==> src/rtl/fir_symmetry_mc_sequencer.sv <==
// Frame sequencer and coefficient store for a time-multiplexed symmetric FIR chain.
// Define FIR_SEQ_BANK_SWAP_EN for double-buffered coefficients committed at frame boundaries.
module fir_symmetry_mc_sequencer #(
  parameter int DW  = 16,
  parameter int N   = 8,
  parameter int LGN = 3
) (
  input  logic                 clk_sample,
  input  logic                 reset_n,
  input  logic                 i_in_valid,
  output logic                 o_in_ready,
  output logic                 o_ce,
  output logic [LGN-1:0]       o_cycle,
  output logic signed [DW-1:0] o_coeff,
  output logic                 o_frame_start,
  output logic                 o_out_valid,
  input  logic                 i_cfg_wr_en,
  output logic                 o_cfg_wr_ready,
  input  logic [LGN-1:0]       i_cfg_wr_addr,
  input  logic signed [DW-1:0] i_cfg_wr_data,
  input  logic                 i_cfg_commit,
  output logic                 o_cfg_busy
);

  localparam logic [LGN-1:0] LAST = LGN'(N - 1);
  localparam logic [LGN:0]   NW   = (LGN + 1)'(N);

  typedef enum logic {S_IDLE, S_RUN} state_t;

  state_t               r_state, w_stateNext;
  logic [LGN-1:0]       r_cycle, w_cycleNext;
  logic signed [DW-1:0] r_coeff, w_coeffNext;
  logic                 r_outValid;
  logic signed [DW-1:0] r_active [N];
  logic                 w_last, w_accept, w_wrHit;

  assign w_last         = (r_state == S_RUN) && (r_cycle == LAST);
  assign o_in_ready     = (r_state == S_IDLE) || w_last;
  assign w_accept       = i_in_valid && o_in_ready;
  assign w_wrHit        = i_cfg_wr_en && o_cfg_wr_ready && ({1'b0, i_cfg_wr_addr} < NW);

  assign o_ce           = (r_state == S_RUN);
  assign o_cycle        = r_cycle;
  assign o_coeff        = r_coeff;
  assign o_frame_start  = o_ce && (r_cycle == '0);
  assign o_out_valid    = r_outValid;

  always_comb begin
    w_stateNext = r_state;
    w_cycleNext = r_cycle;
    case (r_state)
      S_IDLE: begin
        w_cycleNext = '0;
        if (w_accept) w_stateNext = S_RUN;
      end
      S_RUN: begin
        if (w_last) begin
          w_cycleNext = '0;
          w_stateNext = w_accept ? S_RUN : S_IDLE;
        end else begin
          w_cycleNext = r_cycle + 1'b1;
        end
      end
      default: begin
        w_stateNext = S_IDLE;
        w_cycleNext = '0;
      end
    endcase
  end

  // coeff is registered alongside cycle, so it is looked up with the next cycle index
  always_ff @(posedge clk_sample or negedge reset_n) begin
    if (!reset_n) begin
      r_state    <= S_IDLE;
      r_cycle    <= '0;
      r_coeff    <= '0;
      r_outValid <= 1'b0;
    end else begin
      r_state    <= w_stateNext;
      r_cycle    <= w_cycleNext;
      r_coeff    <= w_coeffNext;
      r_outValid <= w_last;
    end
  end

`ifdef FIR_SEQ_BANK_SWAP_EN
  logic signed [DW-1:0] r_shadow [N];
  logic                 r_pending;
  logic                 w_swap;

  // Swap only where a frame cannot be mid-flight: idle, or on its final cycle
  assign w_swap         = r_pending && ((r_state == S_IDLE) || w_last);
  assign o_cfg_wr_ready = !r_pending;
  assign o_cfg_busy     = r_pending;

  always_ff @(posedge clk_sample or negedge reset_n) begin
    if (!reset_n) begin
      r_pending <= 1'b0;
      for (int i = 0; i < N; i++) begin
        r_shadow[i] <= '0;
        r_active[i] <= '0;
      end
    end else begin
      if (w_wrHit) r_shadow[i_cfg_wr_addr] <= i_cfg_wr_data;
      if (w_swap) begin
        r_active  <= r_shadow;
        r_pending <= 1'b0;
      end else if (i_cfg_commit) begin
        r_pending <= 1'b1;
      end
    end
  end

  always_comb begin
    w_coeffNext = w_swap ? r_shadow[w_cycleNext] : r_active[w_cycleNext];
  end
`else
  logic w_unusedCommit;

  assign w_unusedCommit = i_cfg_commit;
  assign o_cfg_wr_ready = 1'b1;
  assign o_cfg_busy     = 1'b0;

  always_ff @(posedge clk_sample or negedge reset_n) begin
    if (!reset_n) begin
      for (int i = 0; i < N; i++) r_active[i] <= '0;
    end else if (w_wrHit) begin
      r_active[i_cfg_wr_addr] <= i_cfg_wr_data;
    end
  end

  // A write landing on the entry about to be presented must show up in coeff at once
  always_comb begin
    w_coeffNext = r_active[w_cycleNext];
    if (w_wrHit && (i_cfg_wr_addr == w_cycleNext)) w_coeffNext = i_cfg_wr_data;
  end
`endif

endmodule

==> config.mk <==
export PLATFORM = sky130hd
export DESIGN_NAME = fir_symmetry_mc_sequencer
export DESIGN_NICKNAME = d
export VERILOG_FILES = /design/src/rtl/fir_symmetry_mc_sequencer.sv
export SDC_FILE = /design/constraint.sdc
export NUM_CORES = 1
export LEC_CHECK = 0
export ABC_AREA = 1
export CAP_MARGIN = 40
export CORE_MARGIN = 2
export CORE_UTILIZATION = 44
export CTS_BUF_LIST = sky130_fd_sc_hd__clkbuf_4 sky130_fd_sc_hd__clkbuf_8
export CTS_CLUSTER_SIZE = 28
export DETAILED_ROUTE_END_ITERATION = 16
export PLACE_DENSITY_LB_ADDON = 0.3
export SYNTH_ARGS = -nofsm -noshare
export SYNTH_HDL_FRONTEND = slang
export SYNTH_SLANG_ARGS = --single-unit
==> constraint.sdc <==
create_clock -name clk_sample -period 2.3 [get_ports clk_sample]
set_input_delay 0.23 -clock clk_sample [delete_from_list [all_inputs] [get_ports clk_sample]]
set_output_delay 0.23 -clock clk_sample [all_outputs]
set_load 0.02 [all_outputs]
==> impl_metrics.csv, run 1 <==
group,metric,value,unit
outcome,status,"finished, final reports clean",
placed_design,place.gp.congestion,0.7877,
placed_design,placedInstanceArea,7835,um2
timing,final_max_slew_viol_count,0,
timing,worst_slew_pin_slew,0.5008,ns
yosys,synth_mux_area_share,0,%
cts,clkLatencyLatePin,0.44,ns
yosys,synth_compound_gate_area_share,9.131,%
final_layout,layout_common_cells,"nand2_1, inv_1, dfrtp_1, nand3_1, o21ai_0",
die,dieArea,17200,um2
timing,fin_worst_skew,0.007009,ns
timing,holdWs,0.2863,ns
timing,hold_violations,0,
die,die_h,131.1,um
routing,drtPass1Iterations,5,
cts,cts.sinks,149,
grt,grt_pass1_vias,5592,
die,core,15830,um2
timing,setup_viol,0,
cts,cts_buffers,17,
grt,gr-total-overflow,0,
critical_path,r2r-start,"o_cycle[0]",
cts,cts-root-buf,"clkbuf_8",
final_layout,nNetsFinal,983,
pwr,irDropWorstVdd,1010,uV
final_layout,finalNonFillerCells,1184,
die,ioPinCount,49,
grt,grt_max_degree,63,
routing,finalWirelength,18110,um
job,cap_violations,0,
pwr,finalPower,11.34,mW
final_layout,area.growth.synth_to_final,16.27,%
yosys,synthAdderAreaFrac,0.5278,%
yosys,synth_cell_type_count,22,
critical_path,slowest_stage,"dfrtp_1",
cts,cts_tree,"yes",
critical_path,rrSetupSlack,0.17,ns
grt,grt_first_pass_wirelength,30360,um
placed_design,dpl.cell_count,1152,
critical_path,slowest_delay,0.45,ns
final_layout,final_area,8269,um2
min_path,hold_class,"in2async",
cts,h-tree-depth,4,
yosys,synthXorXnorAreaFrac,0.2287,%
final_layout,postLayoutCoreUtil,52.25,%
timing,slew_headroom,66.62,%
yosys,synth_area,7112,um2
yosys,seq_area_frac_synth,52.43,%
timing,rsz0062_at_grt,"false",
timing,timing.final.crit_share,92.44,%
die,start_util,44.93,%
critical_path,required,2.63,ns
grt,antenna_found_initial,0,
yosys,synth_top_family_by_area,"simple AND/OR/NAND/NOR gates",
timing,min_period,2.126,ns
critical_path,path_depth,10,
critical_path,critPathKind,"reg2reg",
critical_path,r2r.worst_path.cells,10,
die,fp-row-count,46,
routing,dr_total_vias,5954,
timing,fin_tns_setup,0,ns
placed_design,hpwlAfterDp,10470,um
cts,clkTransAtPathRegs,0.07,ns
routing,routedWlPerCell,15.30,um
routing,ant_nets,0,
yosys,yosys_warnings,0,
yosys,synthSimpleGateAreaFrac,26.14,%
die,dieWidth,131.1,um
critical_path,start_kind,"register",
routing,vias_per_cell,5.029,
yosys,syn-num-nets,948,
final_layout,layout-drive-gt1-share,7.335,%
timing,setup_slack,0.1740,ns
grt,grtUsageTotal,22.42,%
critical_path,end_kind,"register",
timing,fmax,0.4704,GHz
routing,drt_iter0_markers,673,
pwr,power_density,1371,nW/um2
routing,drc,0,
critical_path,cpLargestDelayFamily,"simple AND/OR/NAND/NOR gates",
cts,cts_setup_buffers,0,
cts,clockBufferDepth,2,
critical_path,worstPathCellList,"ha_1 -> ha_1 -> inv_2 -> nand2_2 -> nor2_4 -> nand2_1 -> nand2_2 -> nand3_4 -> nand3_1 -> nand2_1",
critical_path,worstReg2RegEnd,"o_coeff[0]",
critical_path,crit_fanout,16,
critical_path,cp_num_buf_inv,1,
yosys,synthCells,921,
placed_design,port_buffers,45,
yosys,post_synth.cell_area_avg,7.722,um2
final_layout,n_antenna_cell,0,
yosys,synth-seq-cells,149,
placed_design,dpl_worst_slack,0.1804,ns
final_layout,final_common_cell,"nand2_1",
pwr,p_leak,4.229,nW
critical_path,crit_arrival,2.46,ns
[state kept, by name, summed over array words and instances, names as in the netlist]
register,cells
o_out_valid,1
o_cycle,3
r_active,128
o_coeff,16
o_ce,1
[area by class of cell]
cell class,count,area (um2)
fill,1528,7559
sequential,149,3729
multi-input combinational,565,2587
timing repair buffer,68,675.6
inverter,155,581.8
clock buffer,21,270.3
tap,216,270.3
clock inverter,10,155.1
[cells by family after synthesis]
group | Yosys count
other | 2
flip-flops | 149
adder cells (fa/ha/maj) | 3
XOR/XNOR | 1
buffers and inverters | 207
AO/OA/AOI/OAI | 129
AND/OR/NAND/NOR | 430
[timing repair]
item | CTS | global route
setup endpoints to repair | 1 | 0
gates resized for setup | 1 | 0
hold buffers | 1 | 0
hold endpoints to repair | 47 | 0
[routing by layer]
metal	global-route usage, %	vias to the layer above	wire length [um]
li1	-	2938	-
met1	30.66	2789	8387
met2	36.14	193	8454
met3	4.128	34	948
met4	7.669	0	319
met5	0	-	0
[synth_stat cells]
| cell | instances | area share (%) |
|---|---|---|
| clkbuf_1 | 33 | 1.7 |
| nor3_1 | 1 | 0.070 |
| buf_2 | 11 | 0.77 |
| buf_6 | 1 | 0.16 |
| nor2_1 | 6 | 0.32 |
| nand4_1 | 16 | 1.4 |
| buf_1 | 3 | 0.16 |
| o21ai_0 | 128 | 9.0 |
| nand3_4 | 1 | 0.25 |
| dfrtp_1 | 149 | 52 |
| buf_4 | 4 | 0.42 |
| or2_2 | 1 | 0.088 |
| nor2_4 | 2 | 0.32 |
| a21oi_2 | 1 | 0.12 |
| nand2_1 | 269 | 14 |
| conb_1 | 2 | 0.11 |
| nand3_1 | 130 | 9.1 |
| inv_2 | 4 | 0.21 |
| xor2_2 | 1 | 0.23 |
| nand2_2 | 4 | 0.35 |
| inv_1 | 151 | 8.0 |
| ha_1 | 3 | 0.53 |
[power by group]
group | total [mW] | switching [mW] | internal [mW]
Clock | 2.18 | 0.947 | 1.23
Sequential | 3.57 | 0.303 | 3.27
Combinational | 5.59 | 3.65 | 1.94
Total | 11.3 | 4.90 | 6.44
[worst max path at each step]
stage                          start          end  slack [ns]
final                     o_cycle[0]   o_coeff[0]        0.17
after global routing      o_cycle[0]  o_coeff[13]        0.01
after CTS                 o_cycle[0]   o_in_ready        0.16
after detailed placement  o_cycle[0]  o_coeff[14]        0.18
after global placement    o_cycle[0]  o_coeff[11]        0.24
after floorplan           o_cycle[0]   o_coeff[0]         0.1
(Power assumes the default switching activity.)
==> run 2: changes to the inputs <==
- ABC_CLOCK_PERIOD_IN_PS: default -> 2300
- CORE_ASPECT_RATIO: default -> 0.6
- SETUP_SLACK_MARGIN: default -> 0.4
==> impl_metrics.csv, run 2 (synthesis gave the netlist of run 1 again) <==
group,metric,value,unit
outcome,status,"finished, final reports clean",
timing,fin_tns_setup,0,ns
die,die_h,102.5,um
placed_design,dpl.cell_count,1138,
pwr,combPwrFrac,56.4,%
critical_path,crit_end,"o_coeff[12]",
timing,fin_worst_skew,0.009892,ns
pwr,p_leak,4.419,nW
placed_design,hpwlAfterDp,11190,um
final_layout,n_antenna_cell,0,
critical_path,start_kind,"register",
critical_path,end_kind,"register",
pwr,swShare,45.57,%
final_layout,layout_common_cells,"nand2_1, inv_1, dfrtp_1, o21ai_0, nand3_1",
grt,antenna_found_initial,0,
timing,final_max_slew_viol_count,0,
routing,route.met3.wl,1941,um
cts,h-tree-depth,4,
die,ioPinCount,49,
critical_path,slowest_delay,0.45,ns
pwr,p_int,6.981,mW
die,start_util,45.62,%
cts,clkTransAtPathRegs,0.09,ns
cts,cts-root-buf,"clkbuf_8",
critical_path,worstPathCellList,"ha_4 -> ha_4 -> inv_4 -> nand2_4 -> nor2_4 -> buf_6 -> clkbuf_16 -> nand2_1 -> nand3_1 -> nand3_1 -> nand3_2 -> nand2_1",
critical_path,cpLargestDelayFamily,"simple AND/OR/NAND/NOR gates",
routing,routed-wl-met2,8750,um
placed_design,place.gp.congestion,0.7979,
job,cap_violations,0,
die,fp-row-count,35,
final_layout,largest_reg_flops,128,
pwr,power_density,1466,nW/um2
die,dieWidth,168.1,um
final_layout,nNetsFinal,1004,
routing,wl_met1,10000,um
routing,maxUsedRoutingLayer,"met4",
critical_path,crit_arrival,2.31,ns
final_layout,regMostFlops,"r_active",
pwr,finalPower,12.83,mW
routing,drc,0,
die,core,15590,um2
cts,clkLatencyLatePin,0.45,ns
routing,finalWirelength,20950,um
grt,grt_max_degree,74,
critical_path,required,2.66,ns
pwr,p_clk_share,15.6,%
grt,grtUsageTotal,24.74,%
critical_path,slowest_stage,"dfrtp_2",
routing,routedWlPerCell,17.56,um
grt,grt_first_pass_wirelength,32060,um
pwr,p_sw,5.844,mW
grt,grt_pass1_vias,5898,
timing,hold_violations,0,
grt,gr-total-overflow,0,
critical_path,r2r.worst_path.cells,12,
final_layout,final_common_cell,"nand2_1",
routing,drtPass1Iterations,7,
cts,clockBufferDepth,2,
cts,cts.sinks,149,
routing,vias_per_cell,5.283,
timing,fmax,0.5126,GHz
routing,dr_total_vias,6303,
min_path,hold_class,"in2async",
routing,drt_iter0_markers,747,
cts,cts_buffers,17,
final_layout,finalNonFillerCells,1193,
critical_path,crit_fanout,6,
critical_path,worstReg2RegEnd,"o_coeff[12]",
timing,setup_viol,0,
final_layout,layout-drive-gt1-share,12.93,%
final_layout,area.growth.synth_to_final,23.03,%
timing,timing.final.crit_share,84.82,%
pwr,irDropWorstVdd,811.8,uV
pwr,seq_power_share,28.0,%
timing,min_period,1.951,ns
critical_path,cp-startpoint,"o_cycle[0]",
timing,rsz0062_at_grt,"true",
critical_path,critPathKind,"reg2reg",
die,dieArea,17230,um2
cts,cts_tree,"yes",
placed_design,port_buffers,45,
critical_path,rrSetupSlack,0.35,ns
critical_path,cp_num_buf_inv,3,
routing,ant_nets,0,
critical_path,r2r-start,"o_cycle[0]",
critical_path,path_depth,12,
-- run 2: cell types whose count changed in the layout (fill, tap and decap cells not counted), moves of 4 or more --
cell       before  now
nand2_1       269  253
nand2_2         4   18
nand3_1       129  118
nand3_2         1   11
buf_6           1   10
buf_4          18   22
clkbuf_16       0    4
inv_6           0    4
inv_8           0    4
-- run 2: cell type report --
class,count,area [um2]
Clock buffer,17,234.0
Clock inverter,15,147.6
Inverter,155,594.3
Fill cell,1420,6840
Multi-Input combinational cell,565,2765
Tap cell,203,254.0
Sequential cell,149,3732
Timing Repair Buffer,89,1022
-- run 2: worst min-delay path by stage --
stage | to | slack (ns) | depth (start not counted)
floorplan | o_ce | -0.07 | 0
global placement | r_active[100] | 0.16 | 1
detailed placement | r_active[100] | 0.16 | 1
CTS | r_active[65] | 0.24 | 2
global route | r_active[43] | 0.24 | 2
finish | r_active[81] | 0.24 | 2
-- run 2: stage by stage --
step	setup slack, ns	utilization, %	cell area [um2]	hold WS [ns]
floorplan	0.4006	-	7187	-0.06559
global placement	0.3213	50.59	7886	0.1597
detailed placement	0.3013	50.59	7886	0.1564
CTS	0.3426	54.46	8491	0.2445
global route	0.3263	56.12	8750	0.2424
finish	0.3492	56.12	8750	0.2377
-- run 2: timing repair --
item,in CTS,in global routing
gates resized for setup,18,35
cloned,3,5
hold buffers,1,0
pin swaps,6,12
buffers inserted,8,6
endpoints found under the setup margin,19,18
hold endpoints to repair,33,0
-- run 2: layer usage --
metal | GRT usage, % | vias to the layer above
met3 | 5.345 | 24
met5 | 0 | -
met4 | 7.560 | 0
li1 | - | 2991
met2 | 35.63 | 275
met1 | 37.41 | 3013
-- run 2: power groups by stage --
stage | logic, mW | clock network, mW | registers [mW]
floorplan | 3.60 | 0 | 3.79
global placement | 5.72 | 0 | 3.63
detailed placement | 5.78 | 0 | 3.64
CTS | 6.40 | 2.04 | 3.59
global route | 7.86 | 2.17 | 3.65
finish | 7.23 | 2.00 | 3.59
